--- src/rtl/logic_op_pkg.sv ---
// Shared opcode constants and FSM state encoding for the bit-serial logic unit.
package logic_op_pkg;

  localparam logic [1:0] OP_AND  = 2'b00;
  localparam logic [1:0] OP_OR   = 2'b01;
  localparam logic [1:0] OP_XOR  = 2'b10;
  localparam logic [1:0] OP_XNOR = 2'b11;

  typedef enum logic [1:0] {
    ST_IDLE = 2'b00,
    ST_RUN  = 2'b01,
    ST_RESP = 2'b10
  } state_t;

endpackage

--- src/rtl/bit_logic_cell.sv ---
// One-bit logic gate cell: evaluates AND/OR/XOR/XNOR of a and b selected by op.
module bit_logic_cell
  import logic_op_pkg::*;
(
  input  logic       a,
  input  logic       b,
  input  logic [1:0] op,
  output logic       y
);

  logic y_and;
  logic y_or;
  logic y_xor;
  logic y_xnor;

  assign y_and  = a & b;
  assign y_or   = a | b;
  assign y_xor  = a ^ b;
  assign y_xnor = ~(a ^ b);

  // 4:1 output mux selecting the requested gate
  always_comb begin
    y = y_and;
    case (op)
      OP_AND:  y = y_and;
      OP_OR:   y = y_or;
      OP_XOR:  y = y_xor;
      OP_XNOR: y = y_xnor;
      default: y = y_and;
    endcase
  end

endmodule

--- src/rtl/logic_unit_sequencer.sv ---
// Round-robin arbiter plus bit-serial sequencer sharing one bit_logic_cell
// between two requesters; results return LSB-first assembled on rsp_y.
module logic_unit_sequencer
  import logic_op_pkg::*;
#(
  parameter int unsigned WIDTH = 8
) (
  input  logic             clk,
  input  logic             rst_n,
  input  logic             req0_valid,
  output logic             req0_ready,
  input  logic [WIDTH-1:0] req0_a,
  input  logic [WIDTH-1:0] req0_b,
  input  logic [1:0]       req0_op,
  input  logic             req1_valid,
  output logic             req1_ready,
  input  logic [WIDTH-1:0] req1_a,
  input  logic [WIDTH-1:0] req1_b,
  input  logic [1:0]       req1_op,
  output logic             rsp_valid,
  input  logic             rsp_ready,
  output logic [WIDTH-1:0] rsp_y,
  output logic             rsp_id,
  output logic             busy
);

  localparam int unsigned CW = (WIDTH > 1) ? $clog2(WIDTH) : 1;
  localparam logic [CW-1:0] CNT_LAST = CW'(WIDTH - 1);

  state_t           state;
  logic             rr_ptr;
  logic [WIDTH-1:0] a_q;
  logic [WIDTH-1:0] b_q;
  logic [1:0]       op_q;
  logic             id_q;
  logic [CW-1:0]    cnt;
  logic [WIDTH-1:0] res_q;
  logic [WIDTH-1:0] res_next;
  logic             grant0;
  logic             grant1;
  logic             cell_y;

  bit_logic_cell u_cell (
    .a  (a_q[cnt]),
    .b  (b_q[cnt]),
    .op (op_q),
    .y  (cell_y)
  );

  // Round-robin grant; readiness only offered in IDLE and outside reset
  always_comb begin
    grant0     = req0_valid & (~req1_valid | ~rr_ptr);
    grant1     = req1_valid & (~req0_valid |  rr_ptr);
    req0_ready = rst_n & (state == ST_IDLE) & grant0;
    req1_ready = rst_n & (state == ST_IDLE) & grant1;
  end

  // Shift-right with the new cell bit entering at the MSB; loop form keeps WIDTH=1 legal
  always_comb begin
    res_next = '0;
    res_next[WIDTH-1] = cell_y;
    for (int unsigned i = 0; i + 1 < WIDTH; i++) begin
      res_next[i] = res_q[i+1];
    end
  end

  assign busy = (state != ST_IDLE);

  // Sequencer FSM with registered response outputs
  always_ff @(posedge clk) begin
    if (!rst_n) begin
      state     <= ST_IDLE;
      rr_ptr    <= 1'b0;
      a_q       <= '0;
      b_q       <= '0;
      op_q      <= OP_AND;
      id_q      <= 1'b0;
      cnt       <= '0;
      res_q     <= '0;
      rsp_valid <= 1'b0;
      rsp_y     <= '0;
      rsp_id    <= 1'b0;
    end else begin
      case (state)
        ST_IDLE: begin
          if (grant0) begin
            a_q    <= req0_a;
            b_q    <= req0_b;
            op_q   <= req0_op;
            id_q   <= 1'b0;
            rr_ptr <= 1'b1;
            cnt    <= '0;
            res_q  <= '0;
            state  <= ST_RUN;
          end else if (grant1) begin
            a_q    <= req1_a;
            b_q    <= req1_b;
            op_q   <= req1_op;
            id_q   <= 1'b1;
            rr_ptr <= 1'b0;
            cnt    <= '0;
            res_q  <= '0;
            state  <= ST_RUN;
          end
        end
        ST_RUN: begin
          res_q <= res_next;
          if (cnt == CNT_LAST) begin
            rsp_y     <= res_next;
            rsp_id    <= id_q;
            rsp_valid <= 1'b1;
            state     <= ST_RESP;
          end else begin
            cnt <= cnt + 1'b1;
          end
        end
        ST_RESP: begin
          if (rsp_ready) begin
            rsp_valid <= 1'b0;
            state     <= ST_IDLE;
          end
        end
        default: state <= ST_IDLE;
      endcase
    end
  end

endmodule

--- config.mk ---
export PLATFORM = sky130hd
export DESIGN_NAME = logic_unit_sequencer
export DESIGN_NICKNAME = d
export VERILOG_FILES = /design/src/rtl/logic_op_pkg.sv /design/src/rtl/bit_logic_cell.sv /design/src/rtl/logic_unit_sequencer.sv
export SDC_FILE = /design/constraint.sdc
export NUM_CORES = 1
export LEC_CHECK = 0
export CAP_MARGIN = 20
export CELL_PAD_IN_SITES_DETAIL_PLACEMENT = 1
export CELL_PAD_IN_SITES_GLOBAL_PLACEMENT = 1
export CORE_MARGIN = 3
export CORE_UTILIZATION = 38
export DETAILED_ROUTE_END_ITERATION = 10
export GPL_ROUTABILITY_DRIVEN = 0
export GPL_TIMING_DRIVEN = 0
export PLACE_DENSITY_LB_ADDON = 0.1
export SLEW_MARGIN = 40
export SYNTH_ARGS = -nofsm -noshare
export SYNTH_HDL_FRONTEND = slang
export SYNTH_HIERARCHICAL = 1
export SYNTH_SLANG_ARGS = --single-unit
--- constraint.sdc ---
create_clock -name clk -period 3.65 [get_ports clk]
set_input_delay 0.73 -clock clk [delete_from_list [all_inputs] [get_ports clk]]
set_output_delay 0.73 -clock clk [all_outputs]
set_load 0.03 [all_outputs]
==> impl_metrics.tcl, run 1 <==
set metrics [dict create \
    period_needed_ns 3.48 \
    path_buf_inv 3 \
    finish.net_count 344 \
    synth_common_cells "dfxtp_1 (42), nand3_1 (41), a21oi_1 (23)" \
    clk-insertion-delay-late_ns 0.30 \
    globalRouteMet2Util 0.349 \
    busiest_layer "met2" \
    antenna_cells 0 \
    swShare 0.256 \
    synth_mux_area_frac 0.0573 \
    switching_power_uw 264 \
    synth_edf_count 0 \
    cap_violations 0 \
    cts-buffers-inserted 5 \
    synth-xor-area-share 0.00432 \
    synth.area.top_cells "dfxtp_1 (41%), nand3_1 (10%), a21oi_1 (5.7%)" \
    drc 0 \
    async_flop_share 0 \
    start_kind "input port" \
    setup_viol 0 \
    die_w_um 79.1 \
    drive_above_1_share 0.100 \
    syn_to_final_growth_pct 35.7 \
    grt_usage 0.204 \
    hold_viol 0 \
    dp_hpwl_mm 4.42 \
    pwr-share-comb 0.164 \
    path_cells "clkdlybuf4s50_1 -> nor3b_4 -> nand3_1 -> inv_1 -> clkdlybuf4s50_1" \
    synth-seq-cells 42 \
    pwr-share-seq 0.476 \
    seq_area_um2 841 \
    syn_inst 239 \
    arrival_ns 2.75 \
    synth_nets 284 \
    ir_drop_uv 222 \
    drtPass1Iterations 4 \
    finalCritPeriodShare 0.953 \
    cp_data_required_time_ns 2.92 \
    crit_path_end_kind "output pin" \
    synth_area_leader_cell "dfxtp_1" \
    synth_top_family_by_area "simple AND/OR/NAND/NOR gates" \
    avgViaCountPerCell 5.43 \
    path_clk_slew_ns 0.08 \
    leakage_uw 0.000978 \
    port_buffers 53 \
    num_vias 1992 \
    initial_core_util 0.411 \
    tightest_slew_ns 0.539 \
    reg2reg_slack_ns 1.15 \
    max_freq_ghz 0.288 \
    syn_area_mm2 0.00203 \
    hold_buffers 0 \
    grt_setup_unrepaired "false" \
    grt_use_met3 0.0374 \
    synthAdderAreaFrac 0.0247 \
    die_area_mm2 0.00625 \
    slew_viol_final 0 \
    crit_type "in2out" \
    critical-path-max-stage-delay_ns 0.67 \
    hold_depth 2 \
    fin_total_pwr_uw 1030 \
    ys_warn_count 6 \
    core_area_mm2 0.00494 \
    reg2regPathDepth 8 \
    hold_start "rsp_id" \
    hp-class "reg2reg" \
    cts_tree "yes" \
    die_h_um 79.1 \
    fp-row-count 25 \
    yosysSeqAreaShare 0.414 \
    avgSynthCellArea_um2 8.49 \
    r2r-start "cnt[0]" \
    multi_input_area_mm2 0.00102 \
    r2r_end "rsp_y[7]" \
    ant_nets 0 \
    slew_headroom 0.640 \
    grt_pass1_vias 2093 \
    grtUsageMet1 0.264 \
    fillers 618 \
    whs_ns 0.457 \
    p_per_area_mw_per_mm2 375 \
    cpLargestDelayFamily "buffers and inverters" \
    crit_fanout 8 \
    clock_sinks 42 \
    cp-startpoint "req0_valid" \
    hold-path-endpoint "rsp_id" \
    wire_per_inst_um 16.1 \
    antenna_found_initial 0 \
    synth_top_flop_cell "dfxtp_1" \
    htree_levels 2 \
    ys_types 32 \
    clkPwrFrac 0.360 \
    worst_path_max_delay_cell "clkdlybuf4s50_1" \
    synth-simple-area-share 0.213 \
    cts-resized-gates 0 \
    synth_compound_area_frac 0.203 \
    p_int_uw 767 \
    finClkSkew_ns 0.00747 \
    ctsLongestPathBuffers 2 \
    tns_ns 0 \
    cts-root-buf "clkbuf_8" \
    grt_max_degree 14 \
    drt_iter0_drc 90 \
    post_cts_buffers 0 \
    final_cell_area_mm2 0.00275 \
    cp_common_cell "clkdlybuf4s50_1" \
    ioPinCount 54 \
    outcome "completed" \
    wirelength_mm 5.91 \
    grt-ovfl-total 0 \
    synth_top_cell_area_share 0.414 \
    grt_pass1_wl_mm 10.1 \
    synth.most_common_cell "dfxtp_1" \
    placed_area_mm2 0.00264 \
]
==> cell usage in the layout, fill, tap and decap left out, types with 4 or more instances in the layout <==
cell type,Yosys,routed
clkdlybuf4s50_1,0,53
dfxtp_1,42,42
nand3_1,41,41
a21oi_1,23,23
nand2_1,21,21
o21ai_0,19,19
a31oi_1,15,15
inv_1,12,12
buf_2,8,8
clkbuf_1,6,7
o211ai_1,6,6
buf_6,5,5
nand2b_1,5,5
clkbuf_8,0,5
ha_1,4,4
==> per-stage QoR <==
step	utilization	std cells	setup WS, ns
5_1_grt	0.557	367	0.00631
3_5_place_dp	0.535	359	0.150
4_1_cts	0.557	367	0.147
2_1_floorplan	-	239	1.48
3_3_place_gp	0.535	359	0.188
6_report	0.557	367	0.173
==> layout make-up <==
class / instances / area share
Buffer: 20 / 0.0450
Clock buffer: 6 / 0.0264
Clock inverter: 2 / 0.0136
Inverter: 12 / 0.0164
Multi-Input combinational cell: 165 / 0.370
Sequential cell: 42 / 0.305
Tap cell: 67 / 0.0304
Timing Repair Buffer: 53 / 0.193
==> metal layers <==
layer  up-vias  share of wire
met2        36           0.48
met3         6          0.037
met5         -              0
met4         0         0.0098
met1       961           0.47
li1        989              -
==> logic make-up (layout without fill, tap and decap cells) <==
| kind of cell | after synthesis | count (layout) |
|---|---|---|
| xor gates and xnor gates | 1 | 1 |
| muxes | 6 | 6 |
| AOI/OAI and AO/OA | 70 | 70 |
| DFF | 42 | 42 |
| and+or+nand+nor | 84 | 84 |
| adders and majority gates | 4 | 4 |
| buffers and inverters | 32 | 93 |
==> worst min-delay path, cell delays in order (launching register included) <==
cell and delay [ns]:
dfxtp_1 0.31, nand2_1 0.05, a21oi_1 0.05
==> flip-flops by register name, summed over array words and instances (netlist names) <==
name and count:
b_q 8, rsp_valid 1, op_q 2, state 2, id_q 1, cnt 3
res_q 7, rr_ptr 1, rsp_y 8, a_q 8, rsp_id 1
==> power groups by stage <==
stage	Clock, µW	Sequential (µW)	Combinational [µW]
after floorplan	0	497	92.8
after global placement	0	501	165
after detailed placement	0	502	169
after CTS	380	492	170
after global routing	399	494	186
final	372	491	169
==> worst max-delay path by stage <==
stage | slack [ns] | cells after the start | endpoint
floorplan | 1.48 | 3 | req0_ready
global placement | 0.19 | 5 | req0_ready
detailed placement | 0.15 | 5 | req0_ready
CTS | 0.15 | 5 | req0_ready
global route | 0.006 | 5 | req0_ready
finish | 0.17 | 5 | req0_ready
Note: power is estimated with default switching activity, not from simulation.
==> run 2, diff against run 1 <==
- GPL_TIMING_DRIVEN: 0 -> default
==> run 2 against run 1 <==
  * Clock-buffer cell count grew 1
  * Sequential share of layout area is 1.2 points higher
  * Hold slack got worse by 0.0019 ns
  * Largest power group unchanged
==> impl_metrics.tcl, run 2 (same netlist as run 1, synthesis figures left out) <==
set metrics [dict create \
    clkPwrFrac 0.308 \
    pwr-share-seq 0.525 \
    die_w_um 79.1 \
    drt_iter0_drc 122 \
    leakage_uw 0.000929 \
    ir_drop_uv 204 \
    hold_buffers 0 \
    num_vias 1923 \
    layout_commonest_cell "clkdlybuf4s50_1" \
    finish.net_count 331 \
    fp-row-count 25 \
    p_per_area_mw_per_mm2 355 \
    start_kind "input port" \
    drc 0 \
    post_cts_buffers 0 \
    ant_nets 0 \
    path_clk_slew_ns 0.07 \
    post-place-cells 346 \
    pwr-share-comb 0.166 \
    drive_above_1_share 0.0839 \
    clock_sinks 42 \
    initial_core_util 0.411 \
    port_buffers 53 \
    pre_cts_ws_ns 0.787 \
    die_h_um 79.1 \
    drtPass1Iterations 4 \
    switching_power_uw 249 \
    wire_per_inst_um 15.7 \
    grt_usage 0.193 \
    swShare 0.265 \
    avgViaCountPerCell 5.45 \
    cap_violations 0 \
    antenna_found_initial 0 \
    max_freq_ghz 0.349 \
    core_area_mm2 0.00494 \
    grt-ovfl-total 0 \
    final_cell_mix "clkdlybuf4s50_1 (51), dfxtp_1 (42), nand3_1 (41)" \
    grt_max_degree 24 \
    crit_type "in2out" \
    largestRegisters "a_q (8), b_q (8), rsp_y (8)" \
    grt_pass1_wl_mm 9.40 \
    htree_levels 2 \
    p_int_uw 690 \
    dp_hpwl_mm 4.03 \
    slew_viol_final 0 \
    stdcell_count 353 \
    outcome "completed" \
    cts-root-buf "clkbuf_8" \
    fin_ws_ns 0.785 \
    cp_data_required_time_ns 2.92 \
    syn_to_final_growth_pct 30.4 \
    finClkSkew_ns 0.00318 \
    slew_headroom 0.494 \
    crit_fanout 17 \
    hold_viol 0 \
    fin_util 0.535 \
    setup_viol 0 \
    cts-resized-gates 0 \
    fin_total_pwr_uw 939 \
    tightest_slew_ns 0.758 \
    finalCritPeriodShare 0.785 \
    clk-insertion-delay-late_ns 0.30 \
    crit_path_end_kind "output pin" \
    wirelength_mm 5.56 \
    hp-class "reg2reg" \
    period_needed_ns 2.87 \
    ctsLongestPathBuffers 2 \
    cts-buffers-inserted 5 \
    antenna_cells 0 \
    die_area_mm2 0.00625 \
    grt_setup_unrepaired "false" \
    grt_pass1_vias 1963 \
    arrival_ns 2.14 \
    ioPinCount 54 \
    cts_tree "yes" \
    tns_ns 0 \
]
==> run 2: cell types whose count changed in the layout (fill, tap and decap cells not counted), sizes merged <==
cell | before | now
clkdlybuf4s50 | 53 | 51
bufinv | 1 | 0
clkinvlp | 1 | 0
clkbuf | 13 | 7
buf | 13 | 9
==> run 2: path summary, 6_finish.rpt <==
kind               from    endpoint  slack, ns  cells after the start
max          req0_valid  req0_ready       0.78                      6
min reg2reg      rsp_id      rsp_id       0.46                      2
min              rsp_id      rsp_id       0.46                      2
max reg2reg      cnt[0]    rsp_y[7]       1.23                      8
==> run 2: worst max-delay path, cell delays in order <==
cell and delay (ns):
clkdlybuf4s50_1 0.52, nor3b_4 0.19, buf_4 0.25, nand3_1 0.19, inv_1 0.09, buf_4 0.15
==> run 2: final cells by class <==
cell class	instances	area, µm²
Timing Repair Buffer	60	578
Sequential cell	42	841
Clock buffer	7	76.3
Inverter	12	45.0
Multi-Input combinational cell	165	1020
Fill cell	631	2300
Tap cell	67	83.8
==> run 2: stage by stage <==
| stage | hold slack, ns | area (µm²) |
|---|---|---|
| floorplan | 0.444 | 2030 |
| global placement | 0.445 | 2570 |
| detailed placement | 0.450 | 2570 |
| CTS | 0.461 | 2650 |
| global route | 0.475 | 2650 |
| finish | 0.456 | 2650 |
==> run 2: power groups by stage <==
stage	logic, µW	clock network (µW)	registers, µW
floorplan	92.8	0	497
global placement	155	0	504
detailed placement	157	0	504
CTS	158	294	493
global route	173	326	496
finish	156	290	493
==> run 2: per-layer routing <==
| metal | up-vias | track usage | part of all wire |
|---|---|---|---|
| li1 | 955 | - | - |
| met1 | 917 | 0.257 | 0.49 |
| met2 | 41 | 0.293 | 0.45 |
| met3 | 10 | 0.0556 | 0.038 |
| met4 | 0 | 0.0790 | 0.017 |
| met5 | - | 0 | 0 |
==> run 3, diff against run 2 <==
- CORE_UTILIZATION: 38 -> 32
- clock period: 3.65 -> 2.5 ns (I/O delays scaled with it)
==> run 3 against run 2 <==
  * Die area rose by 17%
  * Power rose by 58%
  * Wire length rose by 4.4%
  * Clock skew rose by 0.00084 ns
  * Clock power rose by 82%
  * Combinational power rose by 51%
  * Flip-flop and latch count did not move
  * Non-clock buffer count rose by 4
  * Register-to-register slack got worse by 0.94 ns
  * Setup slack got worse by 0.53 ns
==> impl_metrics.tcl, run 3 (same netlist as run 1, synthesis figures left out) <==
set metrics [dict create \
    cts-buffers-inserted 5 \
    hold_buffers 0 \
    grt_usage 0.165 \
    die_h_um 85.6 \
    hp-class "reg2reg" \
    avgViaCountPerCell 5.25 \
    wire_per_inst_um 15.8 \
    port_buffers 53 \
    drc 0 \
    setup_viol 0 \
    p_per_area_mw_per_mm2 546 \
    grt_setup_unrepaired "false" \
    core_area_mm2 0.00603 \
    max_freq_ghz 0.446 \
    initial_core_util 0.337 \
    ioPinCount 54 \
    cp-startpoint "req0_valid" \
    swShare 0.247 \
    clkPwrFrac 0.357 \
    drive_above_1_share 0.0997 \
    crit_type "in2out" \
    arrival_ns 1.74 \
    layout_commonest_cell "clkdlybuf4s50_1" \
    cts-root-buf "clkbuf_8" \
    crit_path_end_kind "output pin" \
    antenna_found_initial 0 \
    hold_viol 0 \
    switching_power_uw 366 \
    post-place-cells 358 \
    slew_viol_final 0 \
    top_layer "met4" \
    clock_sinks 42 \
    crit_fanout 5 \
    num_vias 1923 \
    pwr-share-comb 0.159 \
    grt_max_degree 39 \
    fp-row-count 28 \
    finalCritPeriodShare 0.896 \
    clk-insertion-delay-late_ns 0.29 \
    pwr-share-seq 0.485 \
    leakage_uw 0.000963 \
    antenna_cells 0 \
    stdcell_count 366 \
    dp_hpwl_mm 4.17 \
    grt-ovfl-total 0 \
    tns_ns 0 \
    start_kind "input port" \
    final_cell_area_mm2 0.00272 \
    drtPass1Iterations 4 \
    p_int_uw 1120 \
    syn_to_final_growth_pct 33.8 \
    final_cell_mix "clkdlybuf4s50_1 (51), nand3_1 (41), dfxtp_1 (41)" \
    wl_met2_mm 2.70 \
    hold_start "rsp_y[3]" \
    die_w_um 85.6 \
    grt_pass1_vias 1976 \
    finish.net_count 335 \
    ir_drop_uv 224 \
    fin_total_pwr_uw 1480 \
    ant_nets 0 \
    drt_iter0_drc 88 \
    post_cts_buffers 0 \
    cap_violations 0 \
    period_needed_ns 2.24 \
    htree_levels 2 \
    cts_tree "yes" \
    path_clk_slew_ns 0.08 \
    die_area_mm2 0.00733 \
    tightest_slew_ns 0.523 \
    r2r-start "cnt[0]" \
    ctsLongestPathBuffers 2 \
    finClkSkew_ns 0.00402 \
    wl_met3_um 215 \
    cp_data_required_time_ns 2.00 \
    grt_pass1_wl_mm 9.71 \
    slew_headroom 0.648 \
    placed_area_mm2 0.00261 \
    wirelength_mm 5.80 \
    outcome "completed" \
    largestRegisters "a_q (8), b_q (8), rsp_y (8)" \
    whs_ns 0.455 \
    wl_met1_mm 2.82 \
]
[run 3: changes by cell type in the layout (fill, tap and decap cells not counted), sizes merged]
cell,change
buf,+4
bufinv,+1
[run 3: repair_timing]
action	4_1_cts	5_1_grt
hold endpoints to repair	0	0
resized for setup	0	1
setup endpoints to repair	0	2
[run 3: stage by stage]
step	util	setup WS [ns]
after floorplan	-	0.405
after global placement	0.433	0.316
after detailed placement	0.433	0.170
after CTS	0.450	0.154
after global routing	0.451	0.0588
final	0.451	0.260
[run 3: area by class of cell]
cell class                      instances  area (µm²)
Clock buffer                            7        76.3
Clock inverter                          1        30.0
Fill cell                             734        3310
Inverter                               12        45.0
Multi-Input combinational cell        165        1020
Sequential cell                        42         842
Tap cell                               75        93.8
Timing Repair Buffer                   64         608
[run 3: final timing paths]
kind,cells after the start,endpoint,slack (ns)
worst min-delay path,2,rsp_y[3],0.46
worst min register to register,2,rsp_y[3],0.46
worst max register to register,8,rsp_y[7],0.29
worst max-delay path,5,req0_ready,0.26
[run 3: critical path, stage by stage]
cell,delay (ns)
clkdlybuf4s50_1,0.53
nor3b_4,0.23
nand3_1,0.21
inv_1,0.10
buf_4,0.16
[run 3: power by group through the flow]
stage	clock network, µW	registers [µW]	logic [µW]
floorplan	0	725	136
global placement	0	734	236
detailed placement	0	735	238
CTS	542	719	239
global route	575	722	260
finish	528	718	235
[run 3: metal layers]
layer,global-route usage,vias up
li1,-,961
met1,0.217,920
met2,0.275,35
met3,0.0336,7
met4,0.0432,0
met5,0,-
